[src/rtl/pipe_pkg.sv]
// -----------------------------------------------------------------------------
// pipe_pkg
// Shared definitions for the processor pipeline stage buffers.
//   - Depth limit and statistics counter widths used by pipe_stage_buf.
//   - Packed stage-payload structs; callers size DATA_W with $bits(<type>).
// No ports (package).
// -----------------------------------------------------------------------------
package pipe_pkg;

    localparam int MAX_DEPTH   = 16;
    localparam int STALL_CNT_W = 32;
    localparam int FLUSH_CNT_W = 16;

    // Fetch -> decode
    typedef struct packed {
        logic [31:0] pc;
        logic [31:0] instr;
    } if_id_t;

    // Decode -> execute
    typedef struct packed {
        logic [31:0] pc;
        logic [31:0] rs1_val;
        logic [31:0] rs2_val;
        logic [31:0] imm;
        logic [4:0]  rd;
        logic [3:0]  alu_op;
        logic        mem_rd;
        logic        mem_wr;
        logic        reg_wr;
    } id_ex_t;

    // Execute -> memory
    typedef struct packed {
        logic [31:0] alu_res;
        logic [31:0] store_val;
        logic [4:0]  rd;
        logic        mem_rd;
        logic        mem_wr;
        logic        reg_wr;
    } ex_mem_t;

    // Memory -> writeback
    typedef struct packed {
        logic [31:0] wb_val;
        logic [4:0]  rd;
        logic        reg_wr;
    } mem_wb_t;

    // Pointer width for a circular buffer of the given depth (at least 1 bit).
    function automatic int ptr_width(input int depth);
        return (depth > 1) ? $clog2(depth) : 1;
    endfunction

endpackage

[src/rtl/pipe_stage_mem.sv]
// -----------------------------------------------------------------------------
// pipe_stage_mem
// DEPTH x DATA_W register array backing pipe_stage_buf. One synchronous write
// port, one asynchronous read port. Contents are deliberately not reset.
// Ports:
//   clk      in   clock, rising edge
//   we_i     in   write enable
//   waddr_i  in   write slot index
//   wdata_i  in   write data
//   raddr_i  in   read slot index
//   rdata_o  out  contents of slot raddr_i
// -----------------------------------------------------------------------------
module pipe_stage_mem
    import pipe_pkg::*;
#(
    parameter int DATA_W = 32,
    parameter int DEPTH  = 2,
    parameter int PTR_W  = 1
) (
    input  logic              clk,
    input  logic              we_i,
    input  logic [PTR_W-1:0]  waddr_i,
    input  logic [DATA_W-1:0] wdata_i,
    input  logic [PTR_W-1:0]  raddr_i,
    output logic [DATA_W-1:0] rdata_o
);

    logic [DATA_W-1:0] mem_q [DEPTH];

    always_ff @(posedge clk) begin
        if (we_i) begin
            mem_q[waddr_i] <= wdata_i;
        end
    end

    assign rdata_o = mem_q[raddr_i];

endmodule

[src/rtl/pipe_stage_buf.sv]
// -----------------------------------------------------------------------------
// pipe_stage_buf
// Elastic pipeline-stage register: a DEPTH-entry FIFO with valid/ready
// handshakes on both sides, plus freeze (stall) and flush (squash). When no
// entry is held, out_data shows NOP_VALUE so the next stage sees a bubble.
//
// Optional feature macro: PIPE_STAGE_STATS_EN adds the stall_cycles and
// flush_events statistics ports and counters.
//
// Ports:
//   clk           in   clock, rising edge
//   rst           in   asynchronous active-low reset
//   freeze        in   hold all state; blocks enqueue and dequeue
//   flush         in   discard all held entries at the next edge
//   in_valid      in   upstream offers in_data
//   in_ready      out  buffer accepts in_data this cycle
//   in_data       in   upstream payload
//   out_valid     out  out_data holds a real entry
//   out_ready     in   downstream consumes the head this cycle
//   out_data      out  head entry, or NOP_VALUE when empty
//   count         out  entries currently held
//   stall_cycles  out  (stats) cycles with in_valid && !in_ready, saturating
//   flush_events  out  (stats) flushes that discarded entries, saturating
// -----------------------------------------------------------------------------
module pipe_stage_buf
    import pipe_pkg::*;
#(
    parameter int                DATA_W    = 32,
    parameter int                DEPTH     = 2,
    parameter logic [DATA_W-1:0] NOP_VALUE = '0
) (
    input  logic                       clk,
    input  logic                       rst,
    input  logic                       freeze,
    input  logic                       flush,
    input  logic                       in_valid,
    output logic                       in_ready,
    input  logic [DATA_W-1:0]          in_data,
    output logic                       out_valid,
    input  logic                       out_ready,
    output logic [DATA_W-1:0]          out_data,
    output logic [$clog2(DEPTH+1)-1:0] count
`ifdef PIPE_STAGE_STATS_EN
   ,output logic [STALL_CNT_W-1:0]     stall_cycles
   ,output logic [FLUSH_CNT_W-1:0]     flush_events
`endif
);

    localparam int CNT_W = $clog2(DEPTH + 1);
    localparam int PTR_W = ptr_width(DEPTH);

    localparam logic [CNT_W-1:0] DEPTH_C  = CNT_W'(DEPTH);
    localparam logic [PTR_W-1:0] PTR_LAST = PTR_W'(DEPTH - 1);

    logic [PTR_W-1:0]  rd_ptr_q, rd_ptr_d;
    logic [PTR_W-1:0]  wr_ptr_q, wr_ptr_d;
    logic [CNT_W-1:0]  count_q,  count_d;
    logic [DATA_W-1:0] head_data;
    logic              push;
    logic              pop;

    // Explicit wrap so DEPTH need not be a power of two.
    function automatic logic [PTR_W-1:0] ptr_inc(input logic [PTR_W-1:0] p);
        return (p == PTR_LAST) ? '0 : p + 1'b1;
    endfunction

    // Neither handshake looks at the opposite side's handshake input, so
    // there is no combinational path from out_ready to in_ready (or back).
    assign in_ready  = (count_q < DEPTH_C) && !freeze && !flush;
    assign out_valid = (count_q != '0) && !freeze && !flush;

    assign push = in_valid && in_ready;
    assign pop  = out_valid && out_ready;

    assign out_data = (count_q != '0) ? head_data : NOP_VALUE;
    assign count    = count_q;

    pipe_stage_mem #(
        .DATA_W (DATA_W),
        .DEPTH  (DEPTH),
        .PTR_W  (PTR_W)
    ) u_mem (
        .clk     (clk),
        .we_i    (push),
        .waddr_i (wr_ptr_q),
        .wdata_i (in_data),
        .raddr_i (rd_ptr_q),
        .rdata_o (head_data)
    );

    // Freeze needs no branch here: push and pop are already gated off by it.
    always_comb begin
        rd_ptr_d = rd_ptr_q;
        wr_ptr_d = wr_ptr_q;
        count_d  = count_q;
        if (flush) begin
            rd_ptr_d = '0;
            wr_ptr_d = '0;
            count_d  = '0;
        end else begin
            if (push) wr_ptr_d = ptr_inc(wr_ptr_q);
            if (pop)  rd_ptr_d = ptr_inc(rd_ptr_q);
            case ({push, pop})
                2'b10:   count_d = count_q + 1'b1;
                2'b01:   count_d = count_q - 1'b1;
                default: count_d = count_q;
            endcase
        end
    end

    always_ff @(posedge clk or negedge rst) begin
        if (!rst) begin
            rd_ptr_q <= '0;
            wr_ptr_q <= '0;
            count_q  <= '0;
        end else begin
            rd_ptr_q <= rd_ptr_d;
            wr_ptr_q <= wr_ptr_d;
            count_q  <= count_d;
        end
    end

`ifdef PIPE_STAGE_STATS_EN
    logic [STALL_CNT_W-1:0] stall_q, stall_d;
    logic [FLUSH_CNT_W-1:0] flush_ev_q, flush_ev_d;

    always_comb begin
        stall_d    = stall_q;
        flush_ev_d = flush_ev_q;
        if (in_valid && !in_ready && (stall_q != '1)) begin
            stall_d = stall_q + 1'b1;
        end
        // Only flushes that actually squash something are interesting.
        if (flush && (count_q != '0) && (flush_ev_q != '1)) begin
            flush_ev_d = flush_ev_q + 1'b1;
        end
    end

    always_ff @(posedge clk or negedge rst) begin
        if (!rst) begin
            stall_q    <= '0;
            flush_ev_q <= '0;
        end else begin
            stall_q    <= stall_d;
            flush_ev_q <= flush_ev_d;
        end
    end

    assign stall_cycles = stall_q;
    assign flush_events = flush_ev_q;
`endif

endmodule

[config.mk]
export PLATFORM = sky130hd
export DESIGN_NAME = pipe_stage_buf
export DESIGN_NICKNAME = d
export VERILOG_FILES = /design/src/rtl/pipe_pkg.sv /design/src/rtl/pipe_stage_mem.sv /design/src/rtl/pipe_stage_buf.sv
export SDC_FILE = /design/constraint.sdc
export NUM_CORES = 1
export LEC_CHECK = 0
export CORE_MARGIN = 4
export CORE_UTILIZATION = 55
export DETAILED_ROUTE_END_ITERATION = 6
export DONT_BUFFER_PORTS = 1
export PLACE_DENSITY = 0.72
export SLEW_MARGIN = 20
export SYNTH_ARGS = -nofsm -noshare
export SYNTH_HDL_FRONTEND = slang
export SYNTH_HIERARCHICAL = 1
export SYNTH_SLANG_ARGS = --single-unit
[constraint.sdc]
create_clock -name clk -period 4 [get_ports clk]
set_clock_uncertainty 0.15 [all_clocks]
set_input_delay 1.2 -clock clk [delete_from_list [all_inputs] [get_ports clk]]
set_output_delay 1.2 -clock clk [all_outputs]
set_load 0.005 [all_outputs]
* After elaboration in Yosys (flattened, before gate mapping) *
Memories as Yosys holds them, arrays and structs flattened.
Index checks and enable logic that the tools add are counted.

cells by class
  equality and inequality tests = 2
  order comparisons = 1
  multipliers = 0
  reduce and logical (&&, ||, !) cells = 12
  mux-type cells = 11
  shift operators = 0
  div/mod/pow operators = 0
  bitwise gates (word level) = 0
  $add $sub $neg = 4

operators with widths
  cell                                                  number
  2-to-1 mux 32 bit                                     1
  2-to-1 mux 1 bit                                      8
  logical AND 1 bit                                     6
  nonzero test 2 bit                                    3
  case mux 2 bit (2 select lines)                       1
  nonzero test 3 bit                                    1
  adder 1 bit (second input constant)                   2
  adder 2 x 1 -> 2 bit (second input constant)          1
  equality test 2 x 1 -> 1 bit (second input constant)  1
  equality test 2 bit (second input constant)           1
  zero test 1 bit                                       2
  less-than comparator 2 bit (second input constant)    1
  2-to-1 mux 2 bit                                      1
  subtractor 2 x 1 -> 2 bit (second input constant)     1

storage, ports and cells
  bits in writable memories = 64
  ROM bits = 0
  bits in latches = 0
  output and inout port bits = 36
  memories kept = 1
  input port bits = 38
  register bits after elaboration = 4

memory list
  name         depth  bits a word  read ports  clocked after Yosys merged registers in  wr ports  RTL line              text
  u_mem.mem_q  2      32           1           0                                        1         pipe_stage_mem.sv:28  logic [DATA_W-1:0] mem_q [DEPTH];

* Logic depth before layout (Yosys ltp) *
Gate-level depths: netlist (run 1).

  depth in word-level cells = 7
  gate-level depth with buffers = 4

* Hierarchy *
Netlist (run 1), hierarchy kept.

by module, submodules not included
  module          instances  cells each  area an instance (um^2)
  pipe_stage_mem  1          102         2,478.6
  pipe_stage_buf  1          60          457.9

* Least setup slack after synthesis (run 1) *
No wires, ideal clock.

  path kind = input port to flip-flop
  from = in in_valid
  to = mem u_mem.mem_q[0][0], enable pin
  cell stages on the path = 3
  arrival time = 2.878 ns
  path buffers = 0
  setup slack = 0.547 ns
  library setup time = 0.425 ns
  data required time = 3.425 ns
  cell sequence = nand2b_4 > nor3_1 > nor2b_1

on the way
  cells in the longest elaborated chain, start to end = 3

RTL lines
  item                                    RTL line              text
  start, declared                         pipe_stage_buf.sv:36  input logic in_valid,
  logical AND 1 bit                       pipe_stage_buf.sv:72  assign push = in_valid && in_ready;
  named net push                          pipe_stage_buf.sv:59  logic push;
  2-to-1 mux 1 bit                        pipe_stage_mem.sv:31  if (we_i) begin
  2-to-1 mux 1 bit (implied by the code)  pipe_stage_mem.sv:32  mem_q[waddr_i] <= wdata_i;
  end, declared                           pipe_stage_mem.sv:28

The timed path passes the listed nets, and every way through them passes these cells.

* Final worst setup path (run 1) *
  from = reg rd_ptr_q
  to = out out_data[30]

on the way
  cells in the longest elaborated chain, start to end = 2

RTL lines
  item                      RTL line               text
  start, declared           pipe_stage_buf.sv:55   logic [PTR_W-1:0] rd_ptr_q, rd_ptr_d;
  start signal, assigned    pipe_stage_buf.sv:117  rd_ptr_q <= rd_ptr_d;
  memory read (2 x 32 bit)  --
  named net head_data[30]   pipe_stage_buf.sv:58   logic [DATA_W-1:0] head_data;
  2-to-1 mux 32 bit         pipe_stage_buf.sv:75   assign out_data = (count_q != '0) ? head_data : NOP_VALUE;
  end, declared             pipe_stage_buf.sv:41   output logic [DATA_W-1:0] out_data,

The timed path passes the listed nets, and every way through them passes these cells.

==> run metrics, run 1 <==
Max stage delay cell, worst path=dfrtp_2; Resize count post-CTS=0; CP endpoint kind=primary output; critical path arrival=just under 2 ns; sequential area share after synthesis=a little under 70%; Final TNS setup=0 ns; CP Data Required Time=around 2.7 ns; Post-CTS Repair Setup Buffers=0; first-pass GRT wire length=between 6 and 7 mm; port bufs=0; CTS Buf Count=9; gr ovfl total=0; Worst Hold Class=input pin to asynchronous set/reset pin; Final min period=between 3 and 4 ns; detailed-route via count=about 1.3k; final setup fails=0; Worst-path clk slew=about 0.060 ns; syn_nets=200; Final Hold Vio Count=0; 1st-pass router iterations=4; Clock Sinks=between 60 and 70; Cell Rows=26; drt wl/cell=roughly 19 um; clk_lat worst skew=roughly 0.32 ns; Area Growth Syn to Fin=6.90%; core area=between 5000 and 6000 um2; relative slew slack=about a third; placed insts=~230; post-route cell area=~3100 um2; layout cells sized above 1=29.7%; CTS H-tree depth=3; worst r2r path cells=3; Max Fanout on Critical Path=34; Cell variety after synth=23; cells after synthesis=162; final WL=4.58 mm; top-area cell type share of the netlist area=between 60 and 70%; Yosys warning count=6; Slew Viols, Final=0; Ant. Diodes=0; CTS tree=yes; RR Startpoint=count[1]; setup ws final=roughly 0.70 ns; antenna viol nets, final=0; crit-path cells=mux2_2 > nor2b_1; Via density=around 5.4; Peak VDD IR=0.000318 V; final core occ=about three fifths; Reg2Reg Setup Slack=1.74 ns; Total Routing Usage GR=about 15%; clk buf depth=2; RSZ-0062 raised after global routing=no; Chip Width=81.1 um; DR iter-0 viols=95; die area=between 6000 and 7000 um2; pwr/cell area=roughly 440 nW/um2; nets=207; Max stage delay on crit path=a little over 1 ns; Die Y=a little over 80 um; gpl congestion=0.605; Post-Syn Area per Cell=18.1 um2; most frequent cells in the layout=edfxtp_1, mux2_4, nor2b_1, clkbuf_8, a21oi_1; Tightest Pin Transition=about 1.0 ns; Final period util=82.5%; Residual DRC=0; synthesized flop and latch total=68; vias in the first global route=between 1k and 1.5k; Post-Syn Area=~2900 um2; fin cells=around 240; maxcap violations=0; most common cell after layout, fill and taps aside=edfxtp_1; Reg-to-Reg End=u_mem/mem_q[0][27]; status=finished, final reports clean; top cell type by total area after synthesis=edfxtp_1; largest net degree at the start of global routing=36; Buf/Inv on CP=0; Synth area leaders=edfxtp_1, mux2_4, nor2b_1, dfrtp_1, buf_12; I/O pin cnt=74; initial antenna violation count=0; crit start category=flip-flop; dpl cell area=approximately 3000 um2; clk root buf=clkbuf_8; post-DP HPWL=slightly below 3 mm; fmax=slightly above 300 MHz; hold-fix buffers at CTS=0; critical path's top delay family=flip-flops; Crit Path Category=flip-flop to primary output; Leak Pwr=between 0.001 and 0.0015 uW; Placement Setup Slack=just over 1 ns; Initial Utilization=between 50% and 60%
-- state kept, by name (all words and copies together) (netlist names) --
| signal | cells |
|---|---|
| count | 2 |
| u_mem/mem_q | 64 |
| rd_ptr_q | 1 |
| wr_ptr_q | 1 |
-- how the worst max path moves through the flow --
stage | end | cells after the start | startpoint
floorplan | u_mem/mem_q[0][0] | 3 | in_valid
CTS | out_data[30] | 2 | rd_ptr_q
detailed placement | out_data[30] | 2 | rd_ptr_q
global route | out_data[30] | 2 | rd_ptr_q
global placement | out_data[30] | 2 | rd_ptr_q
finish | out_data[30] | 2 | rd_ptr_q
-- stage by stage --
stage / power, uW / hold WS (ns)
after global routing: 1440 / 0.379
final: 1380 / 0.411
after floorplan: 885 / 0.380
after CTS: 1390 / 0.396
after global placement: 891 / 0.431
after detailed placement: 896 / 0.469
-- worst register-to-register path, delay by kind of cell (launching register included) --
kind             cells  cell delay, ns
AND/OR/NAND/NOR      3            1.23
flip-flops           1            0.48
-- kinds of logic (layout without fill, tap and decap cells) --
kind of cell | Yosys count | count (layout) | synth area share (%)
compound gates | 8 | 8 | 1.70
simple gates | 44 | 44 | 9.59
xor+xnor | 1 | 1 | 0.298
buf+inv | 8 | 18 | 3.07
flops | 68 | 68 | 68.9
mux | 33 | 33 | 16.5
-- synthesized netlist by cell type (all sizes together) --
cell / number
a21oi: 4
a311oi: 1
and2: 1
and2b: 3
buf: 7
dfrtp: 4
edfxtp: 64
inv: 1
mux2: 33
nand2: 1
nand2b: 2
nor2: 1
nor2b: 30
nor3: 3
nor3b: 1
o21ai: 3
or3: 2
xnor2: 1
-- report_power, final --
| group | switching [uW] | total [uW] | internal [uW] |
|---|---|---|---|
| Sequential | 12.4 | 808 | 796 |
| Clock | 224 | 500 | 276 |
| Combinational | 32.3 | 70.3 | 38.0 |
-- cell type report --
type / count / area, um2
Multi-Input combinational cell: 86 / 832
Tap cell: 70 / 87.6
Inverter: 1 / 3.75
Sequential cell: 68 / 2020
Clock inverter: 4 / 42.5
Fill cell: 402 / 2000
Timing Repair Buffer: 3 / 22.5
Clock buffer: 10 / 128
-- layer usage --
layer / routed length [um] / vias up / global-route usage (%)
met5: 0 / - / 0
met4: 67 / 0 / 6.59
met3: 471 / 7 / 8.76
met2: 2420 / 46 / 25.9
met1: 1620 / 648 / 15.3
li1: - / 610 / -
No activity file was read; power rests on OpenSTA's default activity.
==> inputs of run 2 (changes only) <==
--- a/config.mk
+++ b/config.mk
@@ -5,11 +5,12 @@
 export SDC_FILE = /design/constraint.sdc
 export NUM_CORES = 1
 export LEC_CHECK = 0
+export ABC_AREA = 1
 export CORE_MARGIN = 4
 export CORE_UTILIZATION = 55
 export DETAILED_ROUTE_END_ITERATION = 6
 export DONT_BUFFER_PORTS = 1
-export PLACE_DENSITY = 0.72
+export PLACE_DENSITY = 0.75
 export SLEW_MARGIN = 20
 export SYNTH_ARGS = -nofsm -noshare
 export SYNTH_HDL_FRONTEND = slang
==> constraint.sdc (replaced) <==
create_clock -name clk -period 2.9 [get_ports clk]
set_clock_uncertainty 0.15 [all_clocks]
set_input_delay 0.87 -clock clk [delete_from_list [all_inputs] [get_ports clk]]
set_output_delay 0.87 -clock clk [all_outputs]
set_load 0.005 [all_outputs]
==> run 2 against run 1 <==
Against the previous run: clock power increased by 40%; combinational power increased to 3.4 times the previous value; design area increased by 1.5%; global-route usage about the same; first-iteration DRC count increased by 40%; hold slack got worse by 0.32 ns; die area increased by 0.73%; total power increased by 50%; worst setup slack got worse by 0.52 ns.
==> run metrics, run 2 <==
Reg2Reg Setup Slack=roughly 1.1 ns; EDFF count, synth=between 60 and 70; Clk pwr share=between 30% and 40%; Post-Syn Area per Cell=~11 um2; port bufs=0; die area=roughly 6600 um2; Slew Viols, Final=0; RR Startpoint=count[1]; cell-internal power=about 1600 uW; crit-path cells=buf_4 > nand2_1 > nand2_1 > inv_1 > nor2_1; Die Y=81.4 um; Synth area leaders=edfxtp_1, nand2_1, inv_1, nor2_1, dfrtp_1; drt wl/cell=about 14 um; Sequential Power Share=around 55%; status=finished, final reports clean; Max Fanout on Critical Path=17; Synth top cells by count=nand2_1, edfxtp_1, inv_1, nor2_1, nand2_2; largest net degree at the start of global routing=33; final setup fails=0; Area Growth Syn to Fin=7.65%; CP Data Required Time=about 1.9 ns; Metal-1 WL=1.95 mm; Post-Syn Area=just under 3000 um2; vias in the first global route=1579; Worst Hold Class=input pin to asynchronous set/reset pin; Max stage delay on crit path=about 0.78 ns; Ant. Diodes=0; hold-fix buffers at CTS=0; pwr/cell area=about 650 nW/um2; core area=5170 um2; Max stage delay cell, worst path=dfrtp_1; most common cell in the netlist=nand2_1; RSZ-0062 raised after global routing=no; relative slew slack=54.7%; Main synth FF type=edfxtp_1; clk_lat worst skew=roughly 0.32 ns; clk buf depth=2; Reg-to-Reg End=u_mem/mem_q[0][14]; WL met3=~360 um; Final period util=between 90% and 100%; CTS tree=yes; syn_nets=between 300 and 400; most frequent cells in the layout=nand2_1, edfxtp_1, inv_1, nor2_1, nand2_2; Final Hold Vio Count=0; Chip Width=81.4 um; layout cells sized above 1=between 10 and 15%; Resize count post-CTS=0; Worst-path clk slew=about 0.060 ns; Tightest Pin Transition=about 0.7 ns; Switch Pwr=about 490 uW; synthesized flop and latch total=68; Largest Register=u_mem/mem_q; cells after synthesis=278; Leak Pwr=about 0.0014 uW; max reg flops=64; gpl congestion=0.720; sw frac=a little under a quarter; sequential area share after synthesis=between 60 and 70%; Crit Path Category=flip-flop to primary output; top layer in use=met4; top-area cell type share of the netlist area=approximately two thirds; initial antenna violation count=0; Peak VDD IR=around 0.00040 V; Final TNS setup=0 ns; Cell variety after synth=18; gr ovfl total=0; final WL=4.93 mm; Comb pwr share=11.5%; most common cell after layout, fill and taps aside=nand2_1; Yosys warning count=6; Clock Sinks=68; Via density=around 4.8; post-DP HPWL=about 3.3 mm; final hold slack=0.0909 ns; ys async rst share=roughly 6%; final core occ=61.6%; I/O pin cnt=between 70 and 80; antenna viol nets, final=0; Cell Rows=26; crit start category=flip-flop; top cell type by total area after synthesis=edfxtp_1; DR iter-0 viols=~130; Total Routing Usage GR=between 10% and 20%; Top cell by count, worst path=nand2_1; clk root buf=clkbuf_8; Buf/Inv on CP=2; Initial Utilization=57.2%; critical path's top delay family=flip-flops; worst r2r path cells=6; CTS H-tree depth=3; 1st-pass router iterations=5; Post-CTS Repair Setup Buffers=0; detailed-route via count=between 1.5k and 2k; first-pass GRT wire length=a little over 7 mm; Residual DRC=0; CP endpoint kind=primary output; Final min period=between 2 and 3 ns; CTS Buf Count=9; critical path arrival=~1.7 ns; maxcap violations=0; nets=324; routed wl met2=approximately 2.6 mm; fmax=~370 MHz
[run 2: cell count changes after synthesis, sizes merged, moves of 3 or more]
cell / previous run / this run
nor2b: 30 / 0
mux2: 33 / 0
nor3: 3 / 0
clkbuf: 0 / 3
nand3: 0 / 8
and2b: 3 / 0
a21oi: 4 / 0
nor2: 1 / 36
inv: 1 / 43
nand2: 1 / 110
[run 2: logic make-up after synthesis]
logic type	count (synthesis)	share of synthesized area, %
AO/OA/AOI/OAI	2	0.338
flip-flops	68	68.3
buffers and inverters	54	9.55
AND/OR/NAND/NOR	154	21.8
[run 2: worst register-to-register path, delay by kind of cell (launching register included)]
family / cells / cell delay [ns]
buffers and inverters: 4 / 0.54
flip-flops: 1 / 0.43
AND/OR/NAND/NOR: 2 / 0.42
[run 2: cell type report]
type	instances	area (um2)
Multi-Input combinational cell	156	663
Clock buffer	13	139
Clock inverter	3	37.5
Timing Repair Buffer	7	65.1
Sequential cell	68	2020
Fill cell	410	1990
Tap cell	70	87.6
Inverter	44	173
[run 2: worst max path at each step]
| stage | startpoint | to | slack, ns | cells after the start |
|---|---|---|---|---|
| after global placement | rd_ptr_q | out_data[22] | 0.50 | 5 |
| after detailed placement | rd_ptr_q | out_data[22] | 0.50 | 5 |
| after CTS | rd_ptr_q | out_data[22] | 0.14 | 5 |
| final | rd_ptr_q | out_data[31] | 0.18 | 5 |
| after global routing | rd_ptr_q | out_data[5] | 0.006 | 5 |
| after floorplan | flush | u_mem/mem_q[0][0] | 0.28 | 5 |
[run 2: metrics by stage]
| step | worst slack (ns) | total power, uW | std cells | area, um2 |
|---|---|---|---|---|
| floorplan | 0.278 | 1350 | 278 | 2960 |
| global placement | 0.499 | 1390 | 345 | 3010 |
| detailed placement | 0.502 | 1390 | 345 | 3010 |
| CTS | 0.139 | 2090 | 361 | 3190 |
| global route | 0.00585 | 2170 | 361 | 3190 |
| finish | 0.177 | 2070 | 361 | 3190 |
[run 2: power by group through the flow]
stage / registers (uW) / logic [uW] / clock network [uW]
after detailed placement: 1150 / 242 / 0
after floorplan: 1140 / 211 / 0
after CTS: 1130 / 243 / 720
after global routing: 1130 / 271 / 763
final: 1130 / 237 / 698
after global placement: 1150 / 238 / 0
[run 2: per-layer routing]
metal / global-route usage, % / vias up
met5: 0 / -
met4: 8.78 / 0
met3: 5.43 / 8
met2: 25.7 / 54
met1: 16.8 / 799
li1: - / 878
